[src/rtl/rt_ctrl_pkg.sv]
// ============================================================================
// Module      : rt_ctrl_pkg
// Description : Shared types and opcode constants for the racetrack LiM memory
//               controller.
// Revision    : 1.0 - initial release
// ============================================================================
`default_nettype none

package rt_ctrl_pkg;

    typedef enum logic [2:0] {
        ST_IDLE     = 3'd0,
        ST_ISSUE    = 3'd1,
        ST_CAPTURE  = 3'd2,
        ST_RESP     = 3'd3,
        ST_ERR_RESP = 3'd4
    } ctrl_state_t;

    // Encodings match the core's riscv_defines FUNCT_* values.
    localparam logic [2:0] FUNCT_AND  = 3'b111;
    localparam logic [2:0] FUNCT_OR   = 3'b110;
    localparam logic [2:0] FUNCT_XOR  = 3'b100;
    localparam logic [2:0] FUNCT_NONE = 3'b000;

    function automatic logic is_lim_op(input logic [2:0] op);
        return (op == FUNCT_AND) || (op == FUNCT_OR) || (op == FUNCT_XOR);
    endfunction

endpackage

`default_nettype wire

[src/rtl/rt_wordline_decoder.sv]
// ============================================================================
// Module      : rt_wordline_decoder
// Description : Expands a byte address and byte enables into the packed
//               one-bit-per-byte word-line vector of the racetrack array.
// Revision    : 1.0 - initial release
// ============================================================================
`default_nettype none

module rt_wordline_decoder #(
    parameter int ADDR_WIDTH = 10,
    parameter int BYTES      = 1024
) (
    input  logic [ADDR_WIDTH-1:0] addr,
    input  logic [3:0]            be,
    input  logic                  we,
    output logic [BYTES-1:0]      word_lines
);

    logic [3:0]            lanes;
    logic [ADDR_WIDTH-1:0] base;

    // Reads always fetch the whole word; writes touch only enabled lanes.
    assign lanes      = we ? be : 4'hF;
    assign base       = addr & ~ADDR_WIDTH'(3);
    assign word_lines = {{(BYTES-4){1'b0}}, lanes} << base;

endmodule

`default_nettype wire

[src/rtl/rt_lim_mem_ctrl.sv]
// ============================================================================
// Module      : rt_lim_mem_ctrl
// Description : Core-side LSU to racetrack LiM memory port controller; one
//               outstanding request, timeout and out-of-range error response.
// Revision    : 1.0 - initial release
// ============================================================================
`default_nettype none

module rt_lim_mem_ctrl
    import rt_ctrl_pkg::*;
#(
    parameter int ADDR_WIDTH     = 10,
    parameter int BYTES          = 1024,
    parameter int TIMEOUT_CYCLES = 32
) (
    input  logic             clk_i,
    input  logic             rst_i,
    input  logic             data_req_i,
    output logic             data_gnt_o,
    input  logic [31:0]      data_addr_i,
    input  logic             data_we_i,
    input  logic [3:0]       data_be_i,
    input  logic [2:0]       data_op_i,
    input  logic [31:0]      data_wdata_i,
    output logic             data_rvalid_o,
    output logic [31:0]      data_rdata_o,
    output logic             data_err_o,
    output logic             rt_en_o,
    output logic             rt_we_o,
    output logic [BYTES-1:0] rt_word_lines_o,
    output logic [2:0]       rt_opcode_o,
    output logic [31:0]      rt_mask_o,
    output logic [31:0]      rt_wdata_o,
    input  logic [31:0]      rt_rdata_i,
    input  logic             rt_rvalid_i
);

    localparam int CNT_W = (TIMEOUT_CYCLES > 2) ? $clog2(TIMEOUT_CYCLES) : 1;
    localparam logic [CNT_W-1:0] CNT_LAST = CNT_W'(TIMEOUT_CYCLES - 1);

    ctrl_state_t           state;
    logic [ADDR_WIDTH-1:0] req_addr;
    logic [3:0]            req_be;
    logic                  req_we;
    logic [CNT_W-1:0]      tmo_cnt;
    logic                  port_active;
    logic                  lim_in;
    logic                  addr_bad;
    logic [BYTES-1:0]      decoded_lines;

    assign lim_in     = is_lim_op(data_op_i);
    assign addr_bad   = data_addr_i >= 32'(BYTES);
    assign data_gnt_o = (state == ST_IDLE) && data_req_i;

    rt_wordline_decoder #(
        .ADDR_WIDTH (ADDR_WIDTH),
        .BYTES      (BYTES)
    ) u_decoder (
        .addr       (req_addr),
        .be         (req_be),
        .we         (req_we),
        .word_lines (decoded_lines)
    );

    // Word lines are only live while the request owns the RT port.
    assign rt_word_lines_o = port_active ? decoded_lines : '0;

    always_ff @(posedge clk_i or posedge rst_i) begin
        if (rst_i) begin
            state         <= ST_IDLE;
            req_addr      <= '0;
            req_be        <= '0;
            req_we        <= 1'b0;
            tmo_cnt       <= '0;
            port_active   <= 1'b0;
            rt_en_o       <= 1'b0;
            rt_we_o       <= 1'b0;
            rt_opcode_o   <= FUNCT_NONE;
            rt_mask_o     <= '0;
            rt_wdata_o    <= '0;
            data_rvalid_o <= 1'b0;
            data_err_o    <= 1'b0;
            data_rdata_o  <= '0;
        end else begin
            case (state)
                ST_IDLE: begin
                    if (data_req_i) begin
                        req_addr <= data_addr_i[ADDR_WIDTH-1:0];
                        req_be   <= data_be_i;
                        req_we   <= data_we_i;
                        if (addr_bad) begin
                            state         <= ST_ERR_RESP;
                            data_rvalid_o <= 1'b1;
                            data_err_o    <= 1'b1;
                            data_rdata_o  <= '0;
                        end else begin
                            state       <= ST_ISSUE;
                            tmo_cnt     <= '0;
                            port_active <= 1'b1;
                            rt_en_o     <= 1'b1;
                            rt_we_o     <= data_we_i;
                            rt_opcode_o <= lim_in ? data_op_i : FUNCT_NONE;
                            rt_mask_o   <= lim_in ? data_wdata_i : '0;
                            rt_wdata_o  <= data_wdata_i;
                        end
                    end
                end
                ST_ISSUE: begin
                    if (rt_rvalid_i) begin
                        state   <= ST_CAPTURE;
                        rt_en_o <= 1'b0;
                    end else if (tmo_cnt == CNT_LAST) begin
                        state         <= ST_ERR_RESP;
                        port_active   <= 1'b0;
                        rt_en_o       <= 1'b0;
                        rt_we_o       <= 1'b0;
                        rt_opcode_o   <= FUNCT_NONE;
                        rt_mask_o     <= '0;
                        rt_wdata_o    <= '0;
                        data_rvalid_o <= 1'b1;
                        data_err_o    <= 1'b1;
                        data_rdata_o  <= '0;
                    end else begin
                        tmo_cnt <= tmo_cnt + 1'b1;
                    end
                end
                ST_CAPTURE: begin
                    // RT registers read data on its READ cycle, so it is valid here.
                    state         <= ST_RESP;
                    data_rdata_o  <= req_we ? 32'h0 : rt_rdata_i;
                    data_rvalid_o <= 1'b1;
                    data_err_o    <= 1'b0;
                    port_active   <= 1'b0;
                    rt_we_o       <= 1'b0;
                    rt_opcode_o   <= FUNCT_NONE;
                    rt_mask_o     <= '0;
                    rt_wdata_o    <= '0;
                end
                ST_RESP: begin
                    state         <= ST_IDLE;
                    data_rvalid_o <= 1'b0;
                    data_rdata_o  <= '0;
                end
                ST_ERR_RESP: begin
                    state         <= ST_IDLE;
                    data_rvalid_o <= 1'b0;
                    data_err_o    <= 1'b0;
                    data_rdata_o  <= '0;
                end
                default: state <= ST_IDLE;
            endcase
        end
    end

endmodule

`default_nettype wire

[config.mk]
export PLATFORM = sky130hd
export DESIGN_NAME = rt_lim_mem_ctrl
export DESIGN_NICKNAME = d
export VERILOG_FILES = /design/src/rtl/rt_ctrl_pkg.sv /design/src/rtl/rt_wordline_decoder.sv /design/src/rtl/rt_lim_mem_ctrl.sv
export SDC_FILE = /design/constraint.sdc
export NUM_CORES = 1
export LEC_CHECK = 0
export ABC_CLOCK_PERIOD_IN_PS = 4450
export BUFFER_PORTS_ARGS = -buffer_cell sky130_fd_sc_hd__buf_2
export CORE_AREA = 2 2 485 487
export DETAILED_ROUTE_END_ITERATION = 16
export DIE_AREA = 0 0 487 489
export GPL_ROUTABILITY_DRIVEN = 1
export PLACE_DENSITY = 0.3
export RECOVER_POWER = 50
export SYNTH_ARGS = -nofsm -noshare
export SYNTH_HDL_FRONTEND = slang
export SYNTH_HIERARCHICAL = 1
export SYNTH_SLANG_ARGS = --single-unit
[constraint.sdc]
create_clock -name clk_i -period 4.45 [get_ports clk_i]
set_input_delay 0.445 -clock clk_i [delete_from_list [all_inputs] [get_ports clk_i]]
set_output_delay 0.445 -clock clk_i [all_outputs]
set_load 0.02 [all_outputs]
# After elaboration in Yosys (flattened, before gate mapping)
# Cells that the tools add are included.
# classes
add_sub_neg,1
order_cmp,1
eq_ne,15
n_shift,1
mux,47
n_reduce_logical,17
# op_table
operator,count
2-to-1 mux 1024 bit,1
<< shifter 4 x 10 -> 1024 bit,1
2-to-1 mux 32 bit,10
case mux 32 bit (3 select lines),2
case mux 32 bit (4 select lines),1
">= comparator 32 x 11 -> 1 bit, second input constant",1
2-to-1 mux 3 bit,9
2-to-1 mux 5 bit,4
AND reduction 5 bit,4
case mux 3 bit (3 select lines),2
"== test 3 bit, second input constant",4
"inequality test 2 bit, second input constant",6
2-to-1 mux 1 bit,11
case mux 5 bit (2 select lines),1
case mux 1 bit (3 select lines),3
"== test 3 x 2 -> 1 bit, second input constant",2
nonzero test 3 bit,2
"adder 5 x 1 -> 5 bit, second input constant",1
"== test 5 bit, second input constant",1
2-to-1 mux 4 bit,1
case mux 1 bit (4 select lines),1
AND reduction 2 bit,2
AND reduction 4 bit,1
nonzero test 4 bit,1
other kinds (8),10
# word_totals
register_bits,127
input_bits,108
output_inout_bits,1128
elab_cells,96

# Depth between registers and ports, before layout
# Gate-level depths: netlist of the first run.
# depth
ltp_word,7
depth_mapped,10
mapped_depth_nobuf,7

# Cells and area by module
# Netlist of the first run, hierarchy kept.
# by_module_without_submodules
mod,n_inst,cells_each,area_each_um2
rt_lim_mem_ctrl,1,1620,12624.6
rt_wordline_decoder,1,1489,9466.6

# Worst setup path after synthesis of the first run
# No wires, ideal clock.
# synth_path
path_kind,flip-flop to flip-flop
start,register tmo_cnt[0]
end,register port_active
setup_time_ns,0.125
t_arrival_ns,2.341
path_slack_ns,1.984
path_stages_with_launch,11
path_buffers,3
period_less_slack_ns,2.466
path_cell_list,dfrtp_1 > ha_1 > and3_1 > ha_1 > or4bb_1 > a21oi_1 > o211a_1 > buf_4 > buf_6 > buf_8 > mux2_4
# synth_between
elab_chain_cells,3
# synth_lines
element,line_no,text
from (decl),rt_lim_mem_ctrl.sv:45,logic [CNT_W-1:0] tmo_cnt;
from (signal assigned),rt_lim_mem_ctrl.sv:124,tmo_cnt <= tmo_cnt + 1'b1;
== test 5 bit,rt_lim_mem_ctrl.sv:112,end else if (tmo_cnt == CNT_LAST) begin
inequality test 2 bit (no source line),n/a,
AND reduction 5 bit (no source line),n/a,
to (signal assigned),rt_lim_mem_ctrl.sv:99,port_active <= 1'b1;
to (signal assigned),rt_lim_mem_ctrl.sv:114,port_active <= 1'b0;
to (signal assigned),rt_lim_mem_ctrl.sv:133,port_active <= 1'b0;
to (decl),rt_lim_mem_ctrl.sv:46,logic port_active;
# No other way between the ends.
# A chain may end at the register's enable or synchronous reset.

# Worst setup path after layout of the first run
# layout_path
start,register req_addr[3]
end,output rt_word_lines_o[375]
# layout_between
elab_chain_cells,2
# layout_lines
element,line_no,text
from (decl),rt_lim_mem_ctrl.sv:42,logic [ADDR_WIDTH-1:0] req_addr;
from (signal assigned),rt_lim_mem_ctrl.sv:88,req_addr <= data_addr_i[ADDR_WIDTH-1:0];
<< shifter 4 x 10 -> 1024 bit,rt_wordline_decoder.sv:25,"assign word_lines = {{(BYTES-4){1'b0}}, lanes} << base;"
named net decoded_lines[375],rt_lim_mem_ctrl.sv:49,logic [BYTES-1:0] decoded_lines;
2-to-1 mux 1024 bit,rt_lim_mem_ctrl.sv:66,assign rt_word_lines_o = port_active ? decoded_lines : '0;
to (decl),rt_lim_mem_ctrl.sv:30,"output logic [BYTES-1:0] rt_word_lines_o,"
# The timed path passes the listed nets, and every way through them passes these cells.

==> reports/results.ini, run 1 <==
[floorplanning]
die_y_um = 489
std_cell_rows = 178
coreArea_sq_um = 234000
start_util_pct = 9.42
io_pins = 1236
die_area_sq_um = 238000
die-width_um = 487

[power]
vdd_drop_max_mv = 0.273
power_switching_w = 0.00372
p_per_area_nw_per_um2 = 211
p_total_w = 0.00663
internal_power_w = 0.00291
power.leakage_nw = 12.8
seqPwrFrac_pct = 23.1
power_frac_comb_pct = 54.4
p_clk_share_pct = 22.5
swShare_pct = 56.1

[timing]
hold_ws_ns = 0.191
min_period_ns = 4.08
max_freq_ghz = 0.245
setup_viol = 0
hold_viol = 0
skew_ns = 0.0138
slew_headroom_pct = -83.8
fin_setup_tns_ns = 0
finalMaxSlewViolations = 270
tightest_slew_ns = 2.74
grt_setup_unrepaired = no
fin_crit_sh_pct = 91.8

[clock_tree]
clock_path_buffers = 2
cts_resized = 0
clk_pin_slew_ns = 0.07
clockRootBuffer = clkbuf_16
cts_buffers = 17
cts_tree = done
cts_sinks = 125
clk_latency_ns = 0.46
post-cts-setup-buffers = 0
postCtsHoldBufs = 0
cts_max_level = 4

[worst_setup_path]
cp-end-kind = output port
worstPathArrival_ns = 3.64
reg2reg_depth = 8
crit_type = reg2out
cp_slowest_stage_delay_ns = 0.98
crit_path_cell_trace = clkbuf_2 -> or2_2 -> clkbuf_2 -> nor4_1 -> and2_1 -> clkbuf_1
crit_fanout = 32
cp_num_cells = 6
cpMostUsedCell = clkbuf_2
startpoint_type = flop
crit_family = simple AND/OR/NAND/NOR gates
cp_num_buf_inv = 3
crit_required_ns = 4.01
cp_slowest_cell = or2_2

[logic_synthesis]
syn_area_sq_um = 22000
syn-num-nets = 3215
netlist_instances = 3105
yosysWarningCount = 6
avgSynthCellArea_sq_um = 7.09

[routing]
drt-wirelength-per-cell_um = 20.9
drt_iter0_markers = 1408
vias = 26600
drt-total-wl_mm = 146
drtPass1Iterations = 5
antenna_left = 0
drc_errors = 0
viasPerCell = 3.78

[min_path]
whs_path_depth = 3
hold_path.class = in2reg

[flow_run]
cap_violations = 6

[cells_and_area]
n_fill_cell = 27400
drive_gt1_share_pct = 37.2
layout.nets = 4043
area_growth_pct = 42.5

[run_status]
outcome = finished, violations left
violations = capacitance limit, slew limit

[global_route]
overflow = 0
grt_util_all_layers_pct = 11.5
antenna_found_initial = 33
grt_first_pass_wirelength_mm = 202
grt_max_degree = 238
grt_pass1_vias = 25400

[place]
dp_hpwl_mm = 101
portBuffers = 1233
gp_congestion = 0.761

## state kept, by name, indices dropped and copies added, names as in the netlist
name,cells
data_rdata_o,32
rt_mask_o,32
rt_wdata_o,32
req_addr,8
tmo_cnt,5
req_be,4
rt_opcode_o,3
state,3
data_err_o,1
data_rvalid_o,1
port_active,1
req_we,1
rt_en_o,1
rt_we_o,1
## layer usage
layer	routed length, um	GRT usage, %	vias up
met4	3700	3.43	34
met1	61700	14.0	12800
met2	70100	19.8	1087
li1	-	-	12500
met3	10700	2.92	152
met5	212	0	-
## power by group through the flow
stage	combinational, W	sequential, W	clock [W]
final	0.00360	0.00153	0.00149
after global routing	0.00390	0.00156	0.00158
after CTS	0.00380	0.00154	0.00155
after detailed placement	0.00380	0.00156	0
after global placement	0.00381	0.00155	0
after floorplan	0.00208	0.00158	0
## final timing paths
check,start,end,slack (ns)
max in group asynchronous,rst_i,data_rdata_o[2]$_DFFE_PP0P_,2.38
hold / removal,rt_rdata_i[30],data_rdata_o[30]$_DFFE_PP0P_,0.19
min in group asynchronous,rst_i,rt_wdata_o[6]$_DFFE_PP0P_,0.74
hold reg to reg,rt_wdata_o[23]$_DFFE_PP0P_,rt_wdata_o[23]$_DFFE_PP0P_,0.48
setup / recovery,req_addr[3]$_DFFE_PP0P_,rt_word_lines_o[375],0.37
setup reg to reg,tmo_cnt[0]$_DFFE_PP0P_,rt_mask_o[11]$_DFFE_PP0P_,0.58
## metrics by stage
step                      cell area, sq um  setup WS, ns  utilization (%)  cells
after floorplan                      22000         0.677                -   3105
after global placement               31400         0.860             13.4   6974
after detailed placement             31400         0.865             13.4   6974
after CTS                            32000         0.371             13.7   7006
after global routing                 31400         0.132             13.4   7009
final                                31400         0.365             13.4   7023
## worst register-to-register path: stages, from the launching register on
cell and delay [ns]:
dfrtp_1 0.39, ha_1 0.20, and3_1 0.18, ha_1 0.21, or4bb_1 0.51, a21oi_1 0.19, o211a_1 1.31, buf_12 0.39
mux2_2 0.38
## final cells by class
| class | count | area, sq um | share of cell area [%] |
|---|---|---|---|
| multi-input cells | 2411 | 16500 | 52.5 |
| repair buffers | 1374 | 7280 | 23.2 |
| well taps | 3060 | 3830 | 12.2 |
| flip-flops and latches | 125 | 3130 | 9.98 |
| clock buffers | 20 | 457 | 1.46 |
| clock inverters | 12 | 138 | 0.439 |
| diodes | 17 | 42.5 | 0.136 |
| inverters | 4 | 16.3 | 0.0518 |
## layout by cell type (no fill, tap or decap), types with 5 or more instances in the layout
master        n
and2_1      961
dfrtp_1     124
nand3_1      33
buf_4        87
clkinvlp_4    5
buf_12       33
nand4bb_2     5
diode_2      17
nor4_1      464
clkbuf_1    256
buf_2       987
nor3_2       98
nand4b_1      8
and2_0      128
mux2_2       64
clkbuf_16    17
a21oi_1       5
nand4bb_4     6
a32oi_1      32
nand2b_1      6
nor3_1      357
clkbuf_2     10
nor4_2      115
nand2_1      39
mux2_1       17
(Power assumes the default switching activity.)
==> run 2: changes to the inputs <==
==> constraint.sdc (replaced) <==
create_clock -name clk_i -period 4.45 [get_ports clk_i]
set_input_delay 0.6675 -clock clk_i [delete_from_list [all_inputs] [get_ports clk_i]]
set_output_delay 0.6675 -clock clk_i [all_outputs]
set_load 0.02 [all_outputs]
==> run 2 against run 1 <==
Net effect:
- the run still ends with capacitance limit, slew limit left
- clock power rose by 7%
- count of clock-buffer cells in the layout rose by 3
- non-clock buffer count rose by 2
- global-route usage barely moved
- combinational power rose by 1%
- critical path type unchanged
==> reports/results.ini, run 2 (synthesized netlist as in run 1, its figures left out) <==
[min_path]
whs_path_depth = 3
hold_path.class = in2reg

[place]
dp_slack_ns = 0.533
portBuffers = 1233
gp_congestion = 0.762
dp_hpwl_mm = 101

[timing]
min_period_ns = 4.18
slew_headroom_pct = -59.3
fin_crit_sh_pct = 94.0
finalMaxSlewViolations = 149
max_freq_ghz = 0.239
setup_slack_ns = 0.266
skew_ns = 0.00933
tightest_slew_ns = 2.38
setup_viol = 0
grt_setup_unrepaired = no
hold_viol = 0
fin_setup_tns_ns = 0

[cells_and_area]
top_regs = data_rdata_o (32), rt_mask_o (32), rt_wdata_o (32)
multi_input_area_sq_um = 16400
n_fill_cell = 27500
final_cell_mix = 1007 x and2_1, 959 x buf_2, 469 x nor4_1
area_growth_pct = 42.6
drive_gt1_share_pct = 36.3
layout.nets = 4045
final_common_cell = and2_1
seq_area_sq_um = 3130

[floorplanning]
coreArea_sq_um = 234000
std_cell_rows = 178
die-width_um = 487
start_util_pct = 9.42
die_y_um = 489
io_pins = 1236
die_area_sq_um = 238000

[worst_setup_path]
worstSetupStartpoint = req_addr[7]$_DFFE_PP0P_
worstPathArrival_ns = 3.52
crit_type = reg2out
r2r-end = rt_mask_o[13]$_DFFE_PP0P_
crit_fanout = 44
cp_num_cells = 6
reg2reg_depth = 8
regToRegSetupSlack_ns = 0.41
crit_family = buffers and inverters
crit_path_cell_trace = clkbuf_2 -> nand4bb_2 -> buf_6 -> nor3_1 -> and2_1 -> clkbuf_1
endpoint = rt_word_lines_o[399]
crit_required_ns = 3.78
cp_slowest_stage_delay_ns = 0.86
timing.rr.start = tmo_cnt[0]$_DFFE_PP0P_
cp-end-kind = output port
startpoint_type = flop
cp_slowest_cell = dfrtp_1
cp_num_buf_inv = 3

[global_route]
antenna_found_initial = 30
grt_max_degree = 169
overflow = 0
grt_pass1_vias = 25300
grt_first_pass_wirelength_mm = 202
grt_util_all_layers_pct = 11.5

[power]
vdd_drop_max_mv = 0.283
p_per_area_nw_per_um2 = 215
power_frac_comb_pct = 53.8
swShare_pct = 54.5
internal_power_w = 0.00307
power_switching_w = 0.00369
seqPwrFrac_pct = 22.7
power.leakage_nw = 12.9
p_clk_share_pct = 23.5

[run_status]
outcome = finished, violations left
violations = capacitance limit, slew limit

[routing]
drc_errors = 0
vias = 26500
drt-total-wl_mm = 147
antenna_left = 0
drtPass1Iterations = 5
viasPerCell = 3.78
drt-wirelength-per-cell_um = 20.9
drt_iter0_markers = 1275

[clock_tree]
cts_tree = done
postCtsHoldBufs = 0
cts_sinks = 125
cts_buffers = 17
clockRootBuffer = clkbuf_16
clk_pin_slew_ns = 0.06
clock_path_buffers = 2
clk_latency_ns = 0.45
post-cts-setup-buffers = 0
cts_max_level = 4
cts_resized = 0

[flow_run]
cap_violations = 3

run 2: worst min-delay path by stage:
stage | start | to | slack (ns)
floorplan | tmo_cnt[4]$_DFFE_PP0P_ | tmo_cnt[4]$_DFFE_PP0P_ | 0.47
global placement | rt_wdata_o[27]$_DFFE_PP0P_ | rt_wdata_o[27]$_DFFE_PP0P_ | 0.47
detailed placement | rt_wdata_o[27]$_DFFE_PP0P_ | rt_wdata_o[27]$_DFFE_PP0P_ | 0.47
CTS | rst_i | rt_wdata_o[5]$_DFFE_PP0P_ | 0.31
global route | rt_rdata_i[18] | data_rdata_o[18]$_DFFE_PP0P_ | 0.41
finish | rt_rdata_i[25] | data_rdata_o[25]$_DFFE_PP0P_ | 0.42
run 2: layer usage:
| layer | GRT usage [%] | part of all wire, % | vias up |
|---|---|---|---|
| li1 | - | - | 12500 |
| met1 | 14.1 | 42 | 12800 |
| met2 | 20.0 | 48 | 1065 |
| met3 | 2.77 | 6.9 | 137 |
| met4 | 3.18 | 2.3 | 40 |
| met5 | 0 | 0.17 | - |
run 2: through the flow:
step                      cells  util [%]  hold WS [ns]  power (W)  cell area (sq um)
after floorplan            3105         -         0.472    0.00366              22000
after global placement     6976      13.5         0.467    0.00542              31500
after detailed placement   6976      13.5         0.469    0.00541              31500
after CTS                  7008      13.7         0.310    0.00706              32100
after global routing       7012      13.4         0.408    0.00719              31400
final                      7025      13.4         0.420    0.00676              31400
run 2: area by class of cell:
| cell class | count | share of cell area [%] |
|---|---|---|
| antenna | 17 | 0.135 |
| clock buffer | 23 | 1.52 |
| clock inverter | 9 | 0.506 |
| inverter | 4 | 0.0518 |
| multi-input combinational | 2411 | 52.2 |
| sequential | 125 | 9.97 |
| tap | 3060 | 12.2 |
| timing repair buffer | 1376 | 23.4 |
run 2: power by group through the flow:
stage          Sequential, W  Clock, W  Combinational (W)
4_1_cts              0.00155   0.00166            0.00385
3_3_place_gp         0.00156         0            0.00386
3_5_place_dp         0.00156         0            0.00385
2_1_floorplan        0.00158         0            0.00208
6_report             0.00153   0.00159            0.00364
5_1_grt              0.00157   0.00168            0.00394
run 2: worst reg2reg max path, stage by stage, from the launching register on:
cell	delay, ns
dfrtp_1	0.40
ha_1	0.20
and3_1	0.19
ha_1	0.22
or4bb_1	0.50
a21oi_1	0.25
o211a_4	0.20
clkbuf_2	1.38
mux2_2	0.59
==> run 3: changes to the inputs <==
--- a/config.mk
+++ b/config.mk
@@ -7,11 +7,13 @@
 export LEC_CHECK = 0
 export ABC_CLOCK_PERIOD_IN_PS = 4450
 export BUFFER_PORTS_ARGS = -buffer_cell sky130_fd_sc_hd__buf_2
-export CORE_AREA = 2 2 485 487
+export CELL_PAD_IN_SITES_DETAIL_PLACEMENT = 1
+export CELL_PAD_IN_SITES_GLOBAL_PLACEMENT = 1
+export CORE_AREA = 2 2 486 488
 export DETAILED_ROUTE_END_ITERATION = 16
-export DIE_AREA = 0 0 487 489
+export DIE_AREA = 0 0 488 490
 export GPL_ROUTABILITY_DRIVEN = 1
-export PLACE_DENSITY = 0.3
+export PLACE_DENSITY = 0.33
 export RECOVER_POWER = 50
 export SYNTH_ARGS = -nofsm -noshare
 export SYNTH_HDL_FRONTEND = slang
==> run 3 against run 2 <==
Net effect:
- the flow still finishes with violations (capacitance limit, slew limit)
- utilization hardly changed
- via count is 1.4% higher
- worst hold slack worse by 0.059 ns
- clock skew is 0.027 ns higher
- largest power group unchanged
==> reports/results.ini, run 3 (synthesized netlist as in run 1, its figures left out) <==
[timing]
hold_viol = 0
finalMaxSlewViolations = 99
min_period_ns = 4.17
grt_setup_unrepaired = no
fin_setup_tns_ns = 0
max_freq_ghz = 0.240
fin_crit_sh_pct = 93.7
skew_ns = 0.0362
tightest_slew_ns = 3.11
slew_headroom_pct = -109
setup_viol = 0
hold_ws_ns = 0.361

[routing]
antenna_left = 0
drt-total-wl_mm = 162
drt-wirelength-per-cell_um = 22.8
drtPass1Iterations = 5
drt_iter0_markers = 1270
viasPerCell = 3.79
drc_errors = 0
vias = 26900

[place]
dp_hpwl_mm = 112
portBuffers = 1233
gp_congestion = 0.745

[clock_tree]
clock_path_buffers = 2
cts_buffers = 17
cts_sinks = 125
cts_resized = 0
cts_tree = done
clk_latency_ns = 0.53
cts_max_level = 4
clockRootBuffer = clkbuf_16
clk_pin_slew_ns = 0.09

[cells_and_area]
drive_gt1_share_pct = 37.8
final_cell_mix = 1008 x buf_2, 966 x and2_1, 480 x nor4_1
fin_util_pct = 13.4
layout.nets = 4039
final_common_cell = buf_2
top_regs = data_rdata_o (32), rt_mask_o (32), rt_wdata_o (32)
area_growth_pct = 42.6

[global_route]
grt_pass1_vias = 27300
grt_first_pass_wirelength_mm = 224
grt_max_degree = 206
antenna_found_initial = 43
overflow = 0
grt_util_all_layers_pct = 12.8

[floorplanning]
std_cell_rows = 178
coreArea_sq_um = 234000
die_y_um = 490
start_util_pct = 9.41
io_pins = 1236
die-width_um = 488
die_area_sq_um = 239000

[run_status]
outcome = finished, violations left
violations = capacitance limit, slew limit

[min_path]
whs_path_depth = 3
hold_path.class = in2reg
whs_endpoint = data_rdata_o[19]$_DFFE_PP0P_
hp-start = rt_rdata_i[19]

[worst_setup_path]
crit_type = reg2out
reg2reg_depth = 8
timing.rr.start = tmo_cnt[0]$_DFFE_PP0P_
regToRegSetupSlack_ns = 0.52
startpoint_type = flop
r2r-end = rt_mask_o[16]$_DFFE_PP0P_
worstPathArrival_ns = 3.50
crit_fanout = 34
cp-end-kind = output port
crit_required_ns = 3.78

[power]
p_per_area_nw_per_um2 = 213
power.leakage_nw = 13.0
vdd_drop_max_mv = 0.248

[flow_run]
cap_violations = 2

## run 3: cell types whose count changed in the layout (fill, tap and decap cells not counted), moves of 8 or more
cell      delta
nor3_2      +21
nor4_2      -11
clkbuf_1    -53
buf_2       +49
nor3_1      -21
nor4_1      +11
and2_0      +40
buf_12       -8
and2_1      -41
## run 3: worst max-delay path: stages, from the launching register on
cell and delay, ns:
dfrtp_1 0.48, clkbuf_4 0.34, or4b_2 1.11, buf_6 0.44, nor3_2 0.14, and2_1 0.14
clkbuf_1 0.27
## run 3: timing repair
item	in CTS	in global routing
endpoints found under the setup margin	11	0
endpoints found under the hold margin	0	0
buffers inserted	2	0
hold buffers	0	0
## run 3: how the worst max path moves through the flow
stage                                       start                     end
after floorplan                             rst_i  data_err_o$_DFFE_PP0P_
after global placement    req_addr[2]$_DFFE_PP0P_    rt_word_lines_o[884]
after detailed placement  req_addr[2]$_DFFE_PP0P_    rt_word_lines_o[884]
after CTS                 req_addr[2]$_DFFE_PP0P_    rt_word_lines_o[124]
after global routing      req_addr[7]$_DFFE_PP0P_    rt_word_lines_o[206]
final                     req_addr[7]$_DFFE_PP0P_    rt_word_lines_o[704]
## run 3: final cells by class
type | count | area, sq um
antenna | 12 | 30.0
clock buffer | 20 | 447
clock inverter | 12 | 136
fill | 28400 | 203000
inverter | 4 | 16.3
multi-input combinational | 2411 | 16400
sequential | 125 | 3130
tap | 3150 | 3940
timing repair buffer | 1370 | 7290
## run 3: per-layer routing
metal | track usage (%) | wire length [um] | up-vias
li1 | - | - | 12500
met3 | 4.17 | 13200 | 163
met2 | 21.6 | 76700 | 938
met5 | 0 | 274 | -
met1 | 15.4 | 67700 | 13200
met4 | 3.74 | 3980 | 44
## run 3: stage by stage
| stage | setup slack [ns] | cells | total power [W] | instance area [sq um] |
|---|---|---|---|---|
| after CTS | 0.180 | 7092 | 0.00708 | 32100 |
| final | 0.280 | 7104 | 0.00669 | 31400 |
| after detailed placement | 0.559 | 7058 | 0.00541 | 31500 |
| after floorplan | 0.455 | 3105 | 0.00366 | 22000 |
| after global routing | 0.0876 | 7097 | 0.00716 | 31400 |
| after global placement | 0.566 | 7058 | 0.00540 | 31500 |
## run 3: where the power goes
part | switching [W] | leakage, nW | internal, W
Sequential | 0.000191 | 1.62 | 0.00130
Clock | 0.000717 | 0.283 | 0.000843
Combinational | 0.00289 | 11.1 | 0.000747
